**config.mk**
```make
export PLATFORM = sky130hd
export DESIGN_NAME = cmd_ram_ctrl
export DESIGN_NICKNAME = d
export VERILOG_FILES = /design/src/rtl/cmd_ram_pkg.sv /design/src/rtl/sp_ram.sv /design/src/rtl/cmd_ram_ctrl.sv
export SDC_FILE = /design/constraint.sdc
export NUM_CORES = 2
export LEC_CHECK = 0
export ABC_AREA = 1
export CAP_MARGIN = 40
export CORE_MARGIN = 5
export CORE_UTILIZATION = 50
export DETAILED_ROUTE_END_ITERATION = 6
export GPL_ROUTABILITY_DRIVEN = 1
export PLACE_DENSITY = 0.65
export SLEW_MARGIN = 0
export SYNTH_ARGS = -nofsm -noshare
export SYNTH_HDL_FRONTEND = slang
export SYNTH_SLANG_ARGS = --single-unit
```
**constraint.sdc**
```tcl
create_clock -name clk -period 3.4 [get_ports clk]
set_clock_uncertainty 0.05 [all_clocks]
set_input_delay 0.34 -clock clk [delete_from_list [all_inputs] [get_ports clk]]
set_output_delay 0.34 -clock clk [all_outputs]
set_load 0.03 [all_outputs]
```
**src/rtl/cmd_ram_pkg.sv**
```systemverilog
// Shared opcodes, transmit FSM encoding and pointer arithmetic for cmd_ram_ctrl.
package cmd_ram_pkg;

  localparam logic [1:0] OP_WADDR = 2'b00;
  localparam logic [1:0] OP_WDATA = 2'b01;
  localparam logic [1:0] OP_RADDR = 2'b10;
  localparam logic [1:0] OP_RDATA = 2'b11;

  typedef enum logic {
    ST_IDLE = 1'b0,
    ST_PEND = 1'b1
  } tx_st_e;

  // Out-of-range address payloads saturate to the last valid word.
  function automatic int unsigned clamp_addr(input int unsigned a, input int unsigned depth);
    return (a >= depth) ? depth - 1 : a;
  endfunction

  // Post-increment that wraps at the last word, so depth need not be 2**N.
  function automatic int unsigned wrap_inc(input int unsigned p, input int unsigned depth);
    return (p >= depth - 1) ? 0 : p + 1;
  endfunction

endpackage

```
**src/rtl/sp_ram.sv**
```systemverilog
// Single-port storage: synchronous write, registered synchronous read, no reset.
module sp_ram #(
  parameter int DATA_W    = 8,
  parameter int ADDR_W    = 8,
  parameter int MEM_DEPTH = 256
) (
  input  logic              clk,
  input  logic              en,
  input  logic              we,
  input  logic [ADDR_W-1:0] addr,
  input  logic [DATA_W-1:0] wdata,
  output logic [DATA_W-1:0] rdata
);

  logic [DATA_W-1:0] mem [MEM_DEPTH];

  // One access per cycle; read data only changes on a read, so it holds otherwise.
  always_ff @(posedge clk) begin
    if (en) begin
      if (we) mem[addr] <= wdata;
      else    rdata     <= mem[addr];
    end
  end

endmodule

```
**src/rtl/cmd_ram_ctrl.sv**
```systemverilog
// Command-driven RAM controller: decodes opcode words, owns the address
// pointers, the read-data handshake FSM and the sticky drop/clamp error flag.
module cmd_ram_ctrl
  import cmd_ram_pkg::*;
#(
  parameter int DATA_W    = 8,
  parameter int ADDR_W    = 8,
  parameter int MEM_DEPTH = 256,
  parameter int AUTO_INC  = 1,
  parameter int PAY_W     = (DATA_W > ADDR_W) ? DATA_W : ADDR_W
) (
  input  logic              clk,
  input  logic              rst,
  input  logic [PAY_W+1:0]  din,
  input  logic              rx_valid,
  output logic              rx_ready,
  output logic [DATA_W-1:0] dout,
  output logic              tx_valid,
  input  logic              tx_ready,
  output logic              err_drop,
  input  logic              err_clr
);

  localparam int unsigned DEPTH_U = MEM_DEPTH;

  logic [1:0]        op;
  logic [PAY_W-1:0]  pay;
  logic [ADDR_W-1:0] pay_addr, pay_addr_c;
  logic [ADDR_W-1:0] wr_ptr, rd_ptr;
  logic [DATA_W-1:0] ram_q;
  logic              acc, drop, clamp, ram_we, ram_en, rd_acc;
  tx_st_e            state_q, state_d;

  assign op         = din[PAY_W+1:PAY_W];
  assign pay        = din[PAY_W-1:0];
  assign pay_addr   = pay[ADDR_W-1:0];
  assign pay_addr_c = ADDR_W'(clamp_addr(32'(pay_addr), DEPTH_U));

  // A pending word that is not being taken this cycle stalls every opcode.
  assign tx_valid = (state_q == ST_PEND);
  assign rx_ready = !(tx_valid && !tx_ready);
  assign acc      = rx_valid && rx_ready;
  assign drop     = rx_valid && !rx_ready;
  assign rd_acc   = acc && (op == OP_RDATA);
  assign clamp    = acc && ((op == OP_WADDR) || (op == OP_RADDR)) && (32'(pay_addr) >= DEPTH_U);

  assign ram_we = acc && (op == OP_WDATA);
  assign ram_en = ram_we || rd_acc;

  // Gating by state makes dout drop to 0 the instant reset asserts.
  assign dout = tx_valid ? ram_q : '0;

  sp_ram #(
    .DATA_W    (DATA_W),
    .ADDR_W    (ADDR_W),
    .MEM_DEPTH (MEM_DEPTH)
  ) u_ram (
    .clk   (clk),
    .en    (ram_en),
    .we    (ram_we),
    .addr  (ram_we ? wr_ptr : rd_ptr),
    .wdata (pay[DATA_W-1:0]),
    .rdata (ram_q)
  );

  // Transmit state register.
  always_ff @(posedge clk or posedge rst) begin
    if (rst) state_q <= ST_IDLE;
    else     state_q <= state_d;
  end

  // Next state: a read accepted while the current word leaves keeps us in PEND.
  always_comb begin
    state_d = state_q;
    case (state_q)
      ST_IDLE: if (rd_acc) state_d = ST_PEND;
      ST_PEND: if (tx_ready && !rd_acc) state_d = ST_IDLE;
      default: state_d = ST_IDLE;
    endcase
  end

  // Address pointers: loaded by address ops, optionally bumped by data ops.
  always_ff @(posedge clk or posedge rst) begin
    if (rst) begin
      wr_ptr <= '0;
      rd_ptr <= '0;
    end else if (acc) begin
      case (op)
        OP_WADDR: wr_ptr <= pay_addr_c;
        OP_WDATA: if (AUTO_INC != 0) wr_ptr <= ADDR_W'(wrap_inc(32'(wr_ptr), DEPTH_U));
        OP_RADDR: rd_ptr <= pay_addr_c;
        OP_RDATA: if (AUTO_INC != 0) rd_ptr <= ADDR_W'(wrap_inc(32'(rd_ptr), DEPTH_U));
        default: ;
      endcase
    end
  end

  // Sticky error: a new drop or clamp beats a coincident clear.
  always_ff @(posedge clk or posedge rst) begin
    if (rst)                err_drop <= 1'b0;
    else if (drop || clamp) err_drop <= 1'b1;
    else if (err_clr)       err_drop <= 1'b0;
  end

endmodule

```
Word level (Yosys, flattened, before mapping)
Memories as Yosys holds them, arrays and structs flattened. A register that Yosys moved wholly into a read port is not among the register bits.
Cells that the tools add are included.
- mux-type cells: 14
- reductions and logical operators: 17
- magnitude comparators: 2
- bitwise logic cells: 2
- add/sub/neg operators: 2
- eq/ne operators: 3
- operator list (kind ; number):
    two-way mux 8 bit ; 4
    one-hot mux 8 bit (2 select lines) ; 2
    adder 8 x 1 -> 8 bit, second input constant ; 2
    >= comparator 8 bit, second input constant ; 2
    two-way mux 1 bit ; 7
    logical AND 1 bit ; 6
    AND reduction 2 bit ; 3
    nonzero test 2 bit ; 3
    equality test 2 bit, second input constant ; 2
    zero test 1 bit ; 3
    equality test 2 x 1 -> 1 bit, second input constant ; 1
    zero test 2 bit ; 1
    NOT 1 bit ; 2
    one-hot mux 1 bit (2 select lines) ; 1
    logical OR 1 bit ; 1
- output and inout port bits: 11
- memories kept: 1
- input port bits: 15
- logic and storage cells: 45
- RAM bits: 2048
- register bits: 18
- memory list (memory ; depth ; bits a word ; rd ports ; clocked after Yosys merged registers in ; write ports ; line ; RTL):
    u_ram.mem ; 256 ; 8 ; 1 ; 1 ; 1 ; sp_ram.sv:15 ; logic [DATA_W-1:0] mem [MEM_DEPTH];

Depth between registers and ports, before layout
- word-level depth: 9
- gate-level depth with buffers: 20
- gate-level depth less buffers: 17

Cells and area by module
From an unflattened synthesis, not the netlist that was laid out.
- cells, all modules: 8175
- area, all modules: 86230.2 µm²
- by module, submodules not included (module ; area each (µm²) ; instances ; sequential area each (µm²) ; cells each):
    sp_ram ; 84835.1 ; 1 ; 61739.2 ; 7960
    cmd_ram_ctrl ; 1395.1 ; 1 ; 450.4 ; 215

Worst setup path before layout
OpenSTA, ideal clock, no wires.
- kind: register to register
- start point: register state_q (netlist: tx_valid)
- end point: memory u_ram.mem[80][0], enable pin
- setup time: 370 ps
- path slack: 214 ps
- clock period less this slack: 3186 ps
- required time: 2980 ps
- buffers on the path: 4
- data arrival time: 2766 ps
- stages on the path, launching flop included: 16
- path through: dfrtp_1 -> buf_2 -> nand2_4 -> nand2_2 -> nor2_4 -> nand2_1 -> o21ai_1 -> inv_1 -> nor2_1 -> buf_2 -> buf_2 -> inv_1 -> nor2_1 -> nand2_1 -> clkbuf_1 -> nor2_1
- longest elaborated chain between the ends: 7
- elaborated cells on any way between the ends: 10
- those cells by class: mux (4); reduce/logical (6)
- RTL lines (element ; line ; RTL):
    start: declaration ; cmd_ram_ctrl.sv:32 ; tx_st_e state_q, state_d;
    start signal: assignment ; cmd_ram_ctrl.sv:69 ; else state_q <= state_d;
    logical AND 1 bit (*) ; cmd_ram_ctrl.sv:41 ; assign rx_ready = !(tx_valid && !tx_ready);
    zero test 1 bit (*) ; cmd_ram_ctrl.sv:41 ;
    named net rx_ready ; cmd_ram_ctrl.sv:16 ; output logic rx_ready,
    logical AND 1 bit (*) ; cmd_ram_ctrl.sv:42 ; assign acc = rx_valid && rx_ready;
    logical AND 1 bit (on tied branches) ; cmd_ram_ctrl.sv:47, cmd_ram_ctrl.sv:44 ;
    two-way mux 1 bit or logical OR 1 bit (tied branches) ; sp_ram.sv:20, cmd_ram_ctrl.sv:48 ;
    two-way mux 1 bit ; sp_ram.sv:19 ; if (en) begin
    two-way mux 1 bit (implied by the code) ; sp_ram.sv:20 ; if (we) mem[addr] <= wdata;
    end: declaration ; sp_ram.sv:15 ;
The timed path passes the listed nets; every way through them passes the cells marked *.

Worst setup path in the final report
- start point: register state_q (netlist: tx_valid)
- end point: register u_ram.rdata[1], read port of u_ram.mem (data pin)
- longest elaborated chain between the ends: 6
- elaborated cells on any way between the ends: 9
- those cells by class: mux (1); bitwise (1); reduce/logical (7)
- RTL lines (element ; line ; RTL):
    logical AND 1 bit (*) ; cmd_ram_ctrl.sv:41 ;
    zero test 1 bit (*) ; cmd_ram_ctrl.sv:41 ;
    logical AND 1 bit (*) ; cmd_ram_ctrl.sv:42 ;
    logical AND 1 bit (on tied branches) ; cmd_ram_ctrl.sv:47, cmd_ram_ctrl.sv:44 ;
    logical OR 1 bit or NOT 1 bit (tied branches) ; -- ;
    AND reduction 2 bit (no line) ; -- ;
    end: declaration ; sp_ram.sv:12 ; output logic [DATA_W-1:0] rdata
Every way passes the cells marked *; elsewhere a longest branch is shown, timed or not.
A chain may end at the register's enable or synchronous reset.

==> summary.md <==
| Metric | Value |
|---|---|
| Run status | finished with violations |
| Violations in the final reports | design-rule violations |
| Root Driver | clkbuf_16 |
| Max-slew violation total from the final report | 0 |
| Cells after Synth | 8663 |
| Core Util, Final | 59.4% |
| Clock insertion delay at the later pin of the skew report | 0.85 ns |
| MaxCap Viol Count | 0 |
| Instance count along the most critical hold path | 3 |
| Number of levels the H-tree was split into | 4 |
| Vias in the first global route | 60.0k |
| Antenna violations before repair | 6 |
| Most frequent standard cell in the layout excluding fill and tap cells | nand2_1 |
| Die area | 184000 um2 |
| Power Total | 63200 uW |
| Die width | 429 um |
| Total congestion overflow after global routing | 0 |
| Final period utilization | 98.4% |
| Worst Hold Path EP | err_drop |
| Highest routed metal layer | met5 |
| Clock transition time at the flip-flop clock pins of the worst setup and hold paths | 0.06 ns |
| Post-layout minimum cycle time | 3.34 ns |
| Cell accounting for the most synthesized area | edfxtp_1 |
| Floorplan Core Area | 174000 um2 |
| Area overhead of the layout relative to synthesis | 18.1% |
| Crit-path max cell delay | 0.39 ns |
| Synth Warn # | 0 |
| Total CTS buffers | 208 |
| Crit Reg-Reg Endpoint | u_ram.rdata[1] |
| Initial core utilization | 50.3% |
| Worst flop-to-flop path startpoint | tx_valid |
| Netlist cell types | 34 |
| Detailed-routed wire length on met3 | 21.0 mm |
| Number of inserted filler cells in the final layout | 14.3k |
| Maximum ir drop on the vdd rail | 0.568 mV |
| Critical Path Source Type | register |
| HP Start | rx_valid |
| Commonest cells after routing, fill and taps aside | nand2_1 (5418), edfxtp_1 (2056), buf_4 (636) |
| Type of destination of the critical path | register |
| Detailed-route DRC error count | 1 |
| Clock sinks | 2074 |
| Multi-input gate area | 23400 um2 |
| Routed Antenna Nets | 0 |
| Row cnt | 153 |
| Highest clock rate | 299 MHz |
| Via count of the routed design | 62.3k |
| Required time of the critical path | 3.93 ns |
| Number of DRC markers in iteration 0 | 6662 |
| Largest fanout on the critical path | 16 |
| TritonCTS clock tree | done |
| Post-Route M1 WL | 101 mm |
| Fraction of layout cells with a size suffix above 1 | 12.1% |
| Total routed wirelength | 244 mm |
| Number of input and output port buffers inserted | 25 |
| Final Hold Violating Endpoints | 0 |
| Die height | 429 um |
| PD cells | 611 nW/um2 |
| Pin count of the biggest net entering global routing | 97 |
| Length of routed met2 wiring | 113 mm |
| Cell repeated most along the worst path | nand2_1 |
| R2R Setup Slk | 0.06 ns |
| Number of primary I/O pins | 26 |
| Leak Pwr | 0.0434 uW |
| Register cell area after layout | 62200 um2 |
| Area share of the largest cell type after synthesis | 70.4% |
| Post-Syn Area per Cell | 10.1 um2 |
| Routability-driven placement congestion ratio | 0.941 |
| Vias per cell | 5.31 |
| Post-synth design cell area | 87700 um2 |
| GRT Resource Usage Total | 26.0% |
| Max-slew headroom | 40.5% |
| Number of detailed-routing iterations run before antenna repair | 7 |
| Final net count | 9259 |
| Detail-routed net length per standard cell | 20.8 um |
| Crit path cell chain | nand2_4, nand2_2, nor2_4, buf_12, o21ai_4, clkinv_8, buf_4, buf_4, buf_4, nand2_1, nand2_1, nand2_1, nand2_1, o21ai_1, nand2_1, nor2_1, nor2_1, buf_4, nor2_1, nand2_1 |
| Sum of net half-perimeters after detailed placement | 152 mm |
| Maximum buffer depth of the clock tree | 3 |
| Seq/Total Area, Yosys | 70.9% |
| Seq cells post-synth | 2074 |
| Net count after synthesis | 8680 |
| Slew at the pin closest to its max-slew limit | 0.893 ns |
| R2R cell count | 20 |
| Worst min path class | input port to register |
| Setup Viol. Count Final | 0 |
| Library cell contributing the largest single delay on the critical path | dfrtp_1 |
| Worst setup path category | register to register |
| Biggest area contributors in the synthesized netlist | edfxtp_1 (70%), nand2_1 (23%), nor2_1 (1.6%), buf_2 (1.2%), clkbuf_1 (0.81%) |
| Wire length of the first global-routing pass | 364 mm |
| Worst endpoint data arrival time | 3.88 ns |
[cell families after synthesis]
logic type,synth area share [%]
adders and majority gates,0.0285
buffers and inverters,2.54
AOI/OAI and AO/OA,0.968
xor gates and xnor gates,0.0300
DFF,70.9
and+or+nand+nor,25.5
[worst max-delay path, delay by kind of cell (launching register included)]
family / cells / cell delay (ns)
AO/OA/AOI/OAI: 2 / 0.58
buffers and inverters: 6 / 0.95
flip-flops: 1 / 0.39
AND/OR/NAND/NOR: 12 / 1.10
[worst max-delay path by stage]
| stage | from | to | slack, ns | depth (start not counted) |
|---|---|---|---|---|
| floorplan | tx_valid | u_ram.mem[80][0] | 0.21 | 15 |
| global placement | din[9] | u_ram.rdata[5] | -0.70 | 21 |
| detailed placement | din[9] | u_ram.rdata[1] | -0.72 | 21 |
| CTS | tx_valid | u_ram.rdata[4] | -0.03 | 18 |
| global route | tx_valid | u_ram.rdata[3] | -0.008 | 21 |
| finish | tx_valid | u_ram.rdata[1] | 0.06 | 20 |
[metal layers]
layer / vias to the layer above / GRT usage, %
met5: - / 0
met4: 4 / 10.2
met3: 477 / 4.25
met2: 2592 / 41.2
met1: 29923 / 36.2
li1: 29304 / -
[cell usage after synthesis (all sizes together)]
cell,count
o21bai,1
a2bb2oi,1
dfrtp,18
buf,255
o22ai,2
a21oi,12
or2,1
nand3,63
o21ai,128
inv,74
nand2,5432
nor2,386
nand4,18
nand3b,1
a31oi,1
clkbuf,191
o211ai,3
nor3,3
a22oi,12
ha,2
edfxtp,2056
xor2,3
[stage by stage]
stage	cell area (um2)	TNS (ns)	instances	setup slack [ns]	hold slack, ns
2_1_floorplan	87700	0	8663	0.214	0.229
3_3_place_gp	96500	-69.30	11337	-0.700	0.470
3_5_place_dp	96500	-130.77	11337	-0.717	0.491
4_1_cts	103000	-0.0283	11729	-0.0283	0.114
5_1_grt	104000	-0.0150	11739	-0.00844	0.213
6_report	104000	0	11742	0.0552	0.192
[state kept, by name, summed over array words and instances (netlist names)]
| name | cells |
|---|---|
| err_drop | 1 |
| tx_valid | 1 |
| rd_ptr | 8 |
| wr_ptr | 8 |
| u_ram.rdata | 8 |
| u_ram.mem | 2048 |
[power breakdown]
group	internal (uW)	switching [uW]	total (uW)	leakage, uW
Combinational	4090	8430	12500	0.0214
Clock	12800	9680	22500	0.00325
Sequential	28200	64.3	28300	0.0187
Total	45100	18200	63200	0.0434
[area by class of cell]
type	count	area share (%)
inverter	74	0.280
clock buffer	259	5.32
clock inverter	123	1.11
tap	2325	2.81
timing repair buffer	814	7.75
sequential	2074	60.1
antenna	3	0.00725
timing repair inverter	1	0.00846
multi-input combinational	6069	22.6
[timing repair]
item,CTS,global route
resized for setup,13,18
pin swaps,0,5
setup endpoints to repair,7,24
hold endpoints to repair,381,0
gates cloned,0,2
hold buffers,10,0
setup buffers,0,8
No activity file was read; power rests on OpenSTA's default activity.
